### config.mk
export PLATFORM = sky130hd
export DESIGN_NAME = codec_intf
export DESIGN_NICKNAME = d
export VERILOG_FILES = /design/src/rtl/codec_intf.sv
export SDC_FILE = /design/constraint.sdc
export NUM_CORES = 1
export LEC_CHECK = 0
export ABC_AREA = 1
export BUFFER_PORTS_ARGS = -buffer_cell sky130_fd_sc_hd__buf_2
export CORE_MARGIN = 8
export CORE_UTILIZATION = 35
export CTS_CLUSTER_DIAMETER = 150
export DETAILED_ROUTE_END_ITERATION = 8
export HOLD_SLACK_MARGIN = 0.08
export PLACE_DENSITY_LB_ADDON = 0.1
export SYNTH_ARGS = -nofsm -noshare
export SYNTH_HDL_FRONTEND = slang
export SYNTH_SLANG_ARGS = --single-unit
### constraint.sdc
create_clock -name clk -period 4.83 [get_ports clk]
set_clock_uncertainty 0.1 [all_clocks]
set_input_delay 0.966 -clock clk [delete_from_list [all_inputs] [get_ports clk]]
set_output_delay 0.966 -clock clk [all_outputs]
set_load 0.01 [all_outputs]
### src/rtl/codec_intf.sv
`default_nettype none
// +----------------------------------------------------------------------------+
// | Module      : codec_intf                                                   |
// | Description : Codec-side serial interface for the stereo equalizer.        |
// |               Derives MCLK/SCLK/LRCLK and the codec reset from a 10-bit    |
// |               free-running frame counter. Deserializes left-justified     |
// |               16-bit stereo samples from the ADC and serializes the        |
// |               processed samples to the DAC.                                |
// | Revision    : 1.0 - initial release                                        |
// +----------------------------------------------------------------------------+
// | Ports                                                                      |
// |   clk      in   system clock, rising edge                                  |
// |   rst      in   asynchronous active-high reset                             |
// |   lft_in   in   [15:0] processed left sample to transmit                   |
// |   rht_in   in   [15:0] processed right sample to transmit                  |
// |   RSDATA   in   serial data from the codec ADC                             |
// |   lft_out  out  [15:0] last received left sample                          |
// |   rht_out  out  [15:0] last received right sample                         |
// |   valid    out  one-clk strobe, new lft_out/rht_out pair available        |
// |   LRCLK    out  frame clock (low = left half, high = right half)           |
// |   SCLK     out  bit clock                                                  |
// |   MCLK     out  codec master clock                                         |
// |   SDout    out  serial data to the codec DAC                               |
// |   RSTn     out  codec reset, active low                                    |
// +----------------------------------------------------------------------------+
module codec_intf (
  input  logic        clk,
  input  logic        rst,
  input  logic [15:0] lft_in,
  input  logic [15:0] rht_in,
  input  logic        RSDATA,
  output logic [15:0] lft_out,
  output logic [15:0] rht_out,
  output logic        valid,
  output logic        LRCLK,
  output logic        SCLK,
  output logic        MCLK,
  output logic        SDout,
  output logic        RSTn
);

  localparam logic [9:0] CNT_LAST   = 10'h3FF;  // last clk of a stereo frame
  localparam logic [9:0] CNT_UPDATE = 10'h3F0;  // one clk after the R LSB is sampled
  localparam logic [4:0] SCLK_RISE  = 5'h0F;    // edge on which SCLK goes high
  localparam logic [4:0] SCLK_FALL  = 5'h1F;    // edge on which SCLK goes low

  logic [9:0]  cnt_q, cnt_d;
  logic        rstn_q, rstn_d;
  logic [31:0] rx_q, rx_d;
  logic [31:0] tx_q, tx_d;
  logic [15:0] lft_out_q, lft_out_d;
  logic [15:0] rht_out_q, rht_out_d;
  logic        valid_q, valid_d;

  logic        w_frame_end;
  logic        w_sclk_rise;
  logic        w_sclk_fall;
  logic        w_update;

  assign w_frame_end = (cnt_q == CNT_LAST);
  assign w_sclk_rise = (cnt_q[4:0] == SCLK_RISE);
  assign w_sclk_fall = (cnt_q[4:0] == SCLK_FALL);
  // The frame that elapses while the codec is still held in reset is never reported.
  assign w_update    = (cnt_q == CNT_UPDATE) && rstn_q;

  always_comb begin
    cnt_d     = cnt_q + 10'd1;
    // Sticky: once the codec leaves reset it stays out until rst.
    rstn_d    = rstn_q | w_frame_end;

    rx_d      = rx_q;
    if (w_sclk_rise) begin
      rx_d = {rx_q[30:0], RSDATA};
    end

    // The frame-end load coincides with an SCLK-fall edge; load must win.
    tx_d      = tx_q;
    if (w_frame_end) begin
      tx_d = {lft_in, rht_in};
    end else if (w_sclk_fall) begin
      tx_d = {tx_q[30:0], 1'b0};
    end

    lft_out_d = lft_out_q;
    rht_out_d = rht_out_q;
    valid_d   = 1'b0;
    if (w_update) begin
      lft_out_d = rx_q[31:16];
      rht_out_d = rx_q[15:0];
      valid_d   = 1'b1;
    end
  end

  always_ff @(posedge clk or posedge rst) begin
    if (rst) begin
      cnt_q     <= '0;
      rstn_q    <= 1'b0;
      rx_q      <= '0;
      tx_q      <= '0;
      lft_out_q <= '0;
      rht_out_q <= '0;
      valid_q   <= 1'b0;
    end else begin
      cnt_q     <= cnt_d;
      rstn_q    <= rstn_d;
      rx_q      <= rx_d;
      tx_q      <= tx_d;
      lft_out_q <= lft_out_d;
      rht_out_q <= rht_out_d;
      valid_q   <= valid_d;
    end
  end

  // Codec clocks are taken straight from counter flops so they cannot glitch.
  assign LRCLK   = cnt_q[9];
  assign SCLK    = cnt_q[4];
  assign MCLK    = cnt_q[1];
  assign RSTn    = rstn_q;
  assign SDout   = tx_q[31] & rstn_q;
  assign lft_out = lft_out_q;
  assign rht_out = rht_out_q;
  assign valid   = valid_q;

endmodule
`default_nettype wire
Yosys cells after proc, flatten, opt, wreduce, memory -nomap -nowiden
Index checks and enable logic that the tools add are counted.
- input bits: 35
- output and inout bits: 38
- register bits: 108
- logic and storage cells: 19
- reductions and logical operators: 2
- mux-type cells: 3
- bitwise logic cells: 2
- equality and inequality tests: 4
- add/subtract/negate cells: 1
- operators by type and width (kind ; number):
    $mux W32 ; 2
    $eq A10 B10 Y1 const B ; 2
    $add A10 B1 Y10 const B ; 1
    $eq A5 B4 Y1 const B ; 1
    $eq A5 B5 Y1 const B ; 1
    $reduce_bool A2 Y1 ; 1
    $and A1 B1 Y1 ; 1
    $logic_and A1 B1 Y1 ; 1
    $mux W1 ; 1
    $or A1 B1 Y1 ; 1

Logic depth before layout (Yosys ltp)
Gate-level depths: netlist (run 1).
- depth in word-level cells: 3
- depth in mapped cells: 10
- mapped depth without buffers: 8

Worst setup path before layout (run 1)
OpenSTA, ideal clock, no wires.
- path kind: reg-to-reg
- from: register cnt_q[1]
- to: register rx_q[10]
- arrival: 1.865 ns
- required time: 4.647 ns
- period minus slack after synthesis: 2.048 ns
- setup slack: 2.782 ns
- cell stages (with the launch flop): 10
- library setup time: 0.083 ns
- buffers on the path: 3
- path through: dfrtp_1 -> ha_1 -> nand2_1 -> nor2_4 -> buf_2 -> ha_1 -> clkbuf_1 -> clkbuf_1 -> nand2_1 -> o21ai_0
- longest elaborated chain between the ends: 1
- ends and longest elaborated chain (element ; line ; RTL):
    from (decl) ; 47 ; logic [9:0] cnt_q, cnt_d;
    from (signal assigned) ; 104 ; cnt_q <= cnt_d;
    $eq A5 B4 Y1 ; 61 ; assign w_sclk_rise = (cnt_q[4:0] == SCLK_RISE);
    to (signal assigned) ; 106 ; rx_q <= rx_d;
    to (decl) ; 49 ; logic [31:0] rx_q, rx_d;
No other way between the ends.
A chain may end at the register's enable or synchronous reset.

Final worst setup path (run 1)
- from: register cnt_q[1]
- to: register tx_q[9]
- longest elaborated chain between the ends: 2
- elaborated cells on any way between the ends: 4
- those cells by class: eq/ne (2); mux (1); reduce/logical (1)
- ends and longest elaborated chain (element ; line ; RTL):
    $eq A10 B10 Y1 / $eq A5 B5 Y1 (equally long branches) ; 60, 62 ;
    $mux W32 / $reduce_bool A2 Y1 (equally long branches) ; n/a ;
    to (signal assigned) ; 107 ; tx_q <= tx_d;
    to (decl) ; 50 ; logic [31:0] tx_q, tx_d;
Several ways; a longest one is shown, not always the timed one.

==> metrics.cfg, run 1 <==
[logic_synthesis]
async_flop_share_pct=100.0
yosys_warnings=0
synthCells=573
ys_ff_latch=108
ys.flop_type=dfrtp_1
syn_area_sq_um=4911
synth_nets=612
ys_seq_area_share_pct=55.03
yosys.cell_types.count=25
synth.avg_cell_area_sq_um=8.571
synth_area_leaders=dfrtp_1 (55%), nand2_1 (15%), inv_1 (5.7%), nand4_1 (4.2%), o21ai_2 (4.1%)
yosysTopAreaCell=dfrtp_1
synth_top_area_share_pct=55.03
synth-edff-count=0

[global_route]
grt.overflow.total=0
grt_max_degree=65
grt_util_all_layers_pct=12.34
grt_pass1_wl_microns=18040
antenna_found_initial=0
grt_pass1_vias=3653

[clock_tree]
tritoncts=built
numCtsBuffers=9
cts_resized=0
htreeDepth=3
post-cts-setup-buffer-count=0
cts_sinks=108
clk_pin_slew_ns=0.07
clock_latency_ns=0.34
cts_max_path_buffers=2
root_buffer=clkbuf_16
hold_buffers=0

[drt]
viasPerCell=4.583
drc_errors=0
wl_per_cell_microns=12.92
wl_microns=10450
via_count=3708
ant_nets=0
drt_pass1_iterations=4
dr.first_iter.drc_count=216

[timing]
worst_slew_pin_slew_ns=1.098
slew_violations=0
layout_min_cycle_time_ns=3.140
max_slew_margin_pct=26.69
final-hold-violation-count=0
period_share_pct=65.01
finalSetupViolations=0
worst_slack_ns=1.690
fmax_mhz=318.5
tns_ns=0
rsz0062_at_grt=false

[worst_setup_path]
cp.arrival_ns=3.27
start_kind=flop
cpPeakStageDelay_ns=0.68
critical_path_class=flop to flop
crit_path_end_kind=flop
crit_fanout=35
reg2reg_depth=8
cp_data_required_time_ns=4.96
worst_path_dominant_cell_family=simple AND/OR/NAND/NOR gates
crit_buf_inv=2
crit_chain=ha_1, nand2_1, nor2_4, ha_1, buf_4, inv_1, nand3_1, nand2_1
critical-path-slowest-cell=nor2_4
path_depth=8

[floorplan]
start_util_pct=35.66
fp.dieH_microns=134.5
coreArea_sq_um=13770
die_area_sq_um=18080
std_cell_rows=43
die_x_microns=134.5
ios=73

[power_and_ir_drop]
peakVddDrop_mv=0.2286
power_uw=1673
p_per_area_nw_per_um2=296.7
leakage_uw=0.002846

[cells_and_area]
nFillCells=1444
syn_to_final_growth_pct=14.80
drive_above_1_share_pct=19.55
final_nets=665
final_util_pct=40.93
n_antenna_cell=0
fin_cells=809
final_common_cell=nand2_1
mostFrequentLayoutCells=nand2_1 (202), dfrtp_1 (108), inv_1 (74)

[placed_design]
dp_hpwl_microns=6724
post-place-ws_ns=1.680
portBuffers=72
routabilityCongestion=0.7055
placed_cells=795

[outcome]
status=completed

[job]
maxCapViolCount=0

[worst_hold_path]
hp-class=flop to flop
holdPathStages=1

==> final timing paths <==
| check | from | end | slack (ns) |
|---|---|---|---|
| setup / recovery | cnt_q[1]$_DFF_PP0_ | tx_q[9]$_DFFE_PP0P_ | 1.69 |
| hold / removal | cnt_q[0]$_DFF_PP0_ | cnt_q[0]$_DFF_PP0_ | 0.37 |
| setup reg to reg | cnt_q[1]$_DFF_PP0_ | tx_q[9]$_DFFE_PP0P_ | 1.69 |
| hold reg to reg | cnt_q[0]$_DFF_PP0_ | cnt_q[0]$_DFF_PP0_ | 0.37 |
| max in group asynchronous | rst | rx_q[11]$_DFFE_PP0N_ | 3.14 |
| min in group asynchronous | rst | valid$_DFF_PP0_ | 0.64 |
==> power breakdown <==
part           internal (uW)  switching [uW]  leakage, uW
clock network            410             318     0.000140
logic                   12.9            26.7      0.00138
registers                905           0.450      0.00132
total                   1330             345      0.00285
==> kinds of logic (layout without fill, tap and decap cells) <==
family,count (synthesis),in the layout,share of synthesized area [%]
AND/OR/NAND/NOR,280,280,24.99
AO/OA/AOI/OAI,64,64,8.280
flip-flops,108,108,55.03
buffers and inverters,112,168,9.783
XOR/XNOR,5,5,0.8917
adder cells (fa/ha/maj),4,4,1.019
==> synthesized netlist by cell type, types with 3 or more instances <==
library cell and instances:
buf_1 4, clkbuf_1 13, inv_1 75, nor2_1 3, nand4_1 33, ha_1 4
xor2_1 4, nand3_1 35, dfrtp_1 108, buf_6 6, buf_2 12, o21ai_0 32
o21ai_1 9, nand2_1 202, o21ai_2 23
==> per-layer routing <==
metal | GRT usage (%) | vias to the layer above | routed length (microns)
li1 | - | 1897 | -
met1 | 16.36 | 1738 | 5111
met2 | 18.48 | 67 | 4697
met3 | 4.272 | 6 | 531
met4 | 3.868 | 0 | 110
met5 | 0 | - | 0
==> stage by stage <==
| step | hold slack, ns | instance area (sq um) |
|---|---|---|
| final | 0.3712 | 5638 |
| after global placement | 0.3586 | 5348 |
| after detailed placement | 0.3646 | 5348 |
| after CTS | 0.3775 | 5638 |
| after global routing | 0.3990 | 5638 |
| after floorplan | 0.3387 | 4911 |
==> flip-flops by register name, indices dropped and copies added (netlist names) <==
name	count
rx_q	32
tx_q	32
lft_out	16
rht_out	16
cnt_q	10
RSTn	1
valid	1
==> final cells by class <==
class,count,area (sq um),area share (%)
clock buffers,10,239.0,4.239
clock inverters,4,51.30,0.9099
inverters,77,291.5,5.171
multi-input cells,353,1730,30.69
flip-flops and latches,108,2703,47.94
well taps,180,225.2,3.995
repair buffers,77,397.9,7.057
(Power assumes the default switching activity.)
==> run 2, diff against run 1 <==
==> constraint.sdc (replaced) <==
create_clock -name clk -period 2.8 [get_ports clk]
set_clock_uncertainty 0.1 [all_clocks]
set_input_delay 0.56 -clock clk [delete_from_list [all_inputs] [get_ports clk]]
set_output_delay 0.56 -clock clk [all_outputs]
set_load 0.01 [all_outputs]
==> metrics.cfg, run 2 (same netlist as run 1, synthesis figures left out) <==
[clock_tree]
cts_sinks=108  ; unchanged
root_buffer=clkbuf_16
cts_resized=0  ; unchanged
clk_pin_slew_ns=0.07  ; about the same
tritoncts=built
cts_max_path_buffers=2  ; unchanged
hold_buffers=0  ; unchanged
clock_latency_ns=0.35  ; about the same
post-cts-setup-buffer-count=0  ; unchanged
htreeDepth=3  ; unchanged
numCtsBuffers=9  ; unchanged

[cells_and_area]
n_antenna_cell=0  ; unchanged
reg.largest.list=rx_q x32, tx_q x32
syn_to_final_growth_pct=16.20
drive_above_1_share_pct=20.41  ; +0.85 points
fin_cells=817  ; +0.99%
final_util_pct=41.43  ; +0.50 points
mostFrequentLayoutCells=nand2_1 (202), dfrtp_1 (108), inv_1 (74)
final_nets=671  ; +0.90%
final_common_cell=nand2_1
nFillCells=1445  ; +0.069%
final_area_sq_um=5707  ; +1.2%

[global_route]
busiest_layer=met2
grt.overflow.total=0  ; unchanged
use_met2_pct=18.28  ; -0.19 points
antenna_found_initial=0  ; unchanged
met1_usage_pct=15.85  ; -0.51 points
grt_pass1_wl_microns=17850  ; -1.1%
met3_usage_pct=4.643  ; +0.37 points
grt_pass1_vias=3670  ; +0.47%
grt_util_all_layers_pct=12.17  ; -0.17 points
grt_max_degree=109  ; +68%

[timing]
fmax_mhz=490.7  ; +54%
layout_min_cycle_time_ns=2.038  ; -1.102 ns
tns_ns=0  ; unchanged
period_share_pct=72.78  ; +7.8 points
max_slew_margin_pct=61.41  ; +35 points
finalSetupViolations=0  ; unchanged
worst_slew_pin_slew_ns=0.5788  ; -0.5195 ns
slew_violations=0  ; unchanged
final-hold-violation-count=0  ; unchanged
rsz0062_at_grt=false

[floorplan]
std_cell_rows=43  ; unchanged
ios=73  ; unchanged
fp.dieH_microns=134.5  ; unchanged
start_util_pct=35.66  ; unchanged
die_area_sq_um=18080  ; unchanged
die_x_microns=134.5  ; unchanged
coreArea_sq_um=13770  ; unchanged

[worst_setup_path]
start_kind=flop
cp_data_required_time_ns=2.98  ; -1.98 ns
cp.arrival_ns=2.22  ; -1.05 ns
crit_path_end_kind=flop
crit_fanout=20  ; -43%
critical_path_class=flop to flop

[power_and_ir_drop]
p_clk_share_pct=42.9  ; -0.6 points
switching_power_uw=609.6  ; +77%
p_per_area_nw_per_um2=499.5  ; +68%
p_int_uw=2241  ; +69%
leakage_uw=0.002885  ; +1.4%
power_uw=2851  ; +70%
p_sw_share_pct=21.38  ; +0.77 points
peakVddDrop_mv=0.2870  ; +26%
p_comb_share_pct=2.4  ; about the same
power.share.sequential_pct=54.8  ; +0.7 points

[job]
maxCapViolCount=0  ; unchanged

[placed_design]
routabilityCongestion=0.7220  ; +2.3%
dp_hpwl_microns=6641  ; -1.2%
placed_cells=801  ; +0.75%
dpl_cell_area_sq_um=5419  ; +1.3%
portBuffers=72  ; unchanged

[drt]
drt_pass1_iterations=4  ; unchanged
viasPerCell=4.556  ; -0.61%
dr.first_iter.drc_count=235  ; +8.8%
ant_nets=0  ; unchanged
wl_microns=10390  ; -0.62%
wl_per_cell_microns=12.71  ; -1.6%
drc_errors=0  ; unchanged
via_count=3722  ; +0.38%

[outcome]
status=completed

[worst_hold_path]
hp-class=input port to asynchronous set/reset pin

run 2: cell types whose count changed in the layout (fill, tap and decap cells not counted), sizes merged:
| cell | change |
|---|---|
| clkinv | +1 |
| buf | +6 |
| bufinv | -1 |
| clkbuf | +2 |
run 2: final timing paths:
path	startpoint	to	slack (ns)	depth (start not counted)
hold reg to reg	cnt_q[0]$_DFF_PP0_	cnt_q[0]$_DFF_PP0_	0.37	1
max in group asynchronous	rst	rht_out[11]$_DFFE_PP0P_	1.88	3
setup / recovery	cnt_q[1]$_DFF_PP0_	tx_q[11]$_DFFE_PP0P_	0.76	8
min in group clk	RSDATA	rx_q[0]$_DFFE_PP0N_	0.32	3
setup reg to reg	cnt_q[1]$_DFF_PP0_	tx_q[11]$_DFFE_PP0P_	0.76	8
hold / removal	rst	tx_q[30]$_DFFE_PP0P_	0.28	3
run 2: worst max-delay path, cell delays in order (launching register included):
cell and delay (ns):
dfrtp_1 0.40, ha_1 0.23, nand2_1 0.13, nor2_4 0.07, ha_1 0.19, inv_1 0.32, buf_4 0.34, nand3_1 0.10
nand2_1 0.09
run 2: per-layer routing:
metal  vias to the layer above  wire length, microns
li1                       1915                     -
met1                      1730                  4969
met2                        73                  4669
met3                         4                   682
met5                         -                     0
met4                         0                    65
run 2: area by class of cell:
| cell class | count | area [sq um] | share of cell area, % |
|---|---|---|---|
| clock buffer | 12 | 256.5 | 4.495 |
| clock inverter | 4 | 31.28 | 0.5481 |
| multi-input combinational | 353 | 1730 | 30.32 |
| inverter | 77 | 292.8 | 5.130 |
| timing repair buffer | 83 | 467.9 | 8.200 |
| sequential | 108 | 2703 | 47.36 |
| tap | 180 | 225.2 | 3.947 |
run 2: stage by stage:
| step | setup WS [ns] | hold WS (ns) |
|---|---|---|
| after CTS | 0.7283 | 0.3009 |
| after global placement | 0.7777 | 0.3533 |
| after floorplan | 0.7521 | 0.3387 |
| final | 0.7622 | 0.2807 |
| after detailed placement | 0.7501 | 0.3612 |
| after global routing | 0.5346 | 0.3081 |
run 2: power by group through the flow:
stage,clock [uW],combinational (uW),sequential [uW]
after floorplan,0,32.2,1590
after global placement,0,71.6,1590
after detailed placement,0,72.1,1590
after CTS,1280,72.4,1560
after global routing,1330,81.4,1560
final,1220,68.1,1560
==> run 3, diff against run 2 <==
==> constraint.sdc (replaced) <==
create_clock -name clk -period 2.1 [get_ports clk]
set_clock_uncertainty 0.1 [all_clocks]
set_input_delay 0.42 -clock clk [delete_from_list [all_inputs] [get_ports clk]]
set_output_delay 0.42 -clock clk [all_outputs]
set_load 0.01 [all_outputs]
==> metrics.cfg, run 3 (same netlist as run 1, synthesis figures left out) <==
[outcome]
status=completed

[worst_hold_path]
holdPathStages=3
hp-class=input port to flop

[cells_and_area]
final_nets=673  ; +0.30%
reg.largest.list=rx_q x32, tx_q x32
multi_input_area_sq_um=1730  ; unchanged
drive_above_1_share_pct=20.66  ; +0.25 points
final_common_cell=nand2_1
seqCellArea_sq_um=2703  ; unchanged
final_area_sq_um=5821  ; +2.0%
nFillCells=1434  ; -0.76%
syn_to_final_growth_pct=18.52
n_antenna_cell=0  ; unchanged
mostFrequentLayoutCells=nand2_1 (202), dfrtp_1 (108), inv_1 (74)

[timing]
slew_violations=0  ; unchanged
rsz0062_at_grt=false
period_share_pct=87.41  ; +15 points
fin_hold_ws_ns=0.1767  ; -0.1040 ns
fmax_mhz=544.8  ; +11%
final-hold-violation-count=0  ; unchanged
layout_min_cycle_time_ns=1.836  ; -0.2022 ns
worst_slew_pin_slew_ns=0.3542  ; -0.2246 ns
finalSetupViolations=0  ; unchanged
max_slew_margin_pct=76.34  ; +15 points
worst_slack_ns=0.2644  ; -0.4978 ns
tns_ns=0  ; unchanged

[drt]
viasPerCell=4.614  ; +1.3%
dr.first_iter.drc_count=311  ; +32%
wl_per_cell_microns=12.86  ; +1.2%
ant_nets=0  ; unchanged
via_count=3779  ; +1.5%
drc_errors=0  ; unchanged
wl_microns=10540  ; +1.4%
drt_pass1_iterations=4  ; unchanged

[floorplan]
die_x_microns=134.5  ; unchanged
std_cell_rows=43  ; unchanged
start_util_pct=35.66  ; unchanged
coreArea_sq_um=13770  ; unchanged
fp.dieH_microns=134.5  ; unchanged
die_area_sq_um=18080  ; unchanged
ios=73  ; unchanged

[clock_tree]
post-cts-setup-buffer-count=0  ; unchanged
clock_latency_ns=0.35  ; about the same
cts_sinks=108  ; unchanged
root_buffer=clkbuf_16
clk_pin_slew_ns=0.07  ; about the same
htreeDepth=3  ; unchanged
tritoncts=built
cts_max_path_buffers=2  ; unchanged
numCtsBuffers=9  ; unchanged

[worst_setup_path]
reg2reg_depth=9  ; +1
crit_top_cell=nand2_1
crit_path_end_kind=flop
critical_path_class=flop to flop
start_kind=flop
crit_buf_inv=1  ; -1
critical-path-slowest-cell=dfrtp_1
path_depth=9  ; +1
cpPeakStageDelay_ns=0.39  ; about the same
cp.arrival_ns=2.03  ; -0.19 ns
worst_path_dominant_cell_family=simple AND/OR/NAND/NOR gates
crit_fanout=31  ; +55%
crit_chain=ha_1, nand2_1, nor2_4, ha_1, buf_4, nand2_1, nand2_1, nand2_1, nand2_1
cp_data_required_time_ns=2.29  ; -0.69 ns

[global_route]
grt_util_all_layers_pct=12.47  ; +0.30 points
grt_pass1_vias=3902  ; +6.3%
grt_max_degree=66  ; -39%
antenna_found_initial=0  ; unchanged
grt.overflow.total=0  ; unchanged
grt_pass1_wl_microns=18440  ; +3.3%

[placed_design]
post-place-ws_ns=0.2594  ; -0.4907 ns
routabilityCongestion=0.7167  ; -0.73%
dp_hpwl_microns=6847  ; +3.1%
dpl_cell_area_sq_um=5477  ; +1.1%
portBuffers=72  ; unchanged

[power_and_ir_drop]
leakage_uw=0.002931  ; +1.6%
p_per_area_nw_per_um2=695.2  ; +39%
peakVddDrop_mv=0.3731  ; +30%

[job]
maxCapViolCount=0  ; unchanged

[run 3: layer usage]
| metal | GRT usage, % | vias up | routed length (microns) |
|---|---|---|---|
| met5 | 0 | - | 0 |
| met4 | 3.930 | 0 | 119 |
| met3 | 4.569 | 10 | 670 |
| met2 | 19.59 | 72 | 4794 |
| met1 | 15.61 | 1781 | 4951 |
| li1 | - | 1916 | - |
[run 3: power by group]
| group | total, uW | internal, uW | switching, uW |
|---|---|---|---|
| registers | 2080 | 2080 | 0.903 |
| logic | 98.1 | 36.0 | 62.1 |
| clock network | 1870 | 1090 | 777 |
[run 3: area by class of cell]
| class | instances | share of cell area, % |
|---|---|---|
| repair buffers | 85 | 9.200 |
| flip-flops and latches | 108 | 46.43 |
| clock inverters | 6 | 1.634 |
| multi-input cells | 353 | 29.73 |
| clock buffers | 10 | 4.106 |
| well taps | 180 | 3.869 |
| inverters | 77 | 5.030 |
[run 3: repair_timing]
item	in CTS	in global routing
hold endpoints to repair	11	0
endpoints found under the setup margin	0	0
gates resized for setup	0	0
hold buffers	1	0
[run 3: metrics by stage]
step / util, % / cells / total power (uW)
floorplan: - / 573 / 2165
global placement: 39.76 / 802 / 2221
detailed placement: 39.76 / 802 / 2223
CTS: 42.26 / 819 / 4135
global route: 42.26 / 819 / 4217
finish: 42.26 / 819 / 4046
[run 3: worst register-to-register path, stage by stage (launching register included)]
cell     delay (ns)
dfrtp_1        0.39
ha_1           0.19
nand2_1        0.11
nor2_4         0.17
ha_1           0.19
buf_4          0.33
nand2_1        0.11
nand2_1        0.08
nand2_1        0.05
nand2_1        0.06
[run 3: path summary, 6_finish.rpt]
path                                          from  slack, ns                     end
min in group asynchronous                      rst       0.49  lft_out[0]$_DFFE_PP0P_
max in group asynchronous                      rst       0.83    rx_q[30]$_DFFE_PP0N_
worst max-delay path            cnt_q[1]$_DFF_PP0_       0.26    tx_q[22]$_DFFE_PP0P_
worst max register to register  cnt_q[1]$_DFF_PP0_       0.26    tx_q[22]$_DFFE_PP0P_
worst min register to register  cnt_q[0]$_DFF_PP0_       0.36      cnt_q[0]$_DFF_PP0_
worst min-delay path                        RSDATA       0.18     rx_q[0]$_DFFE_PP0N_
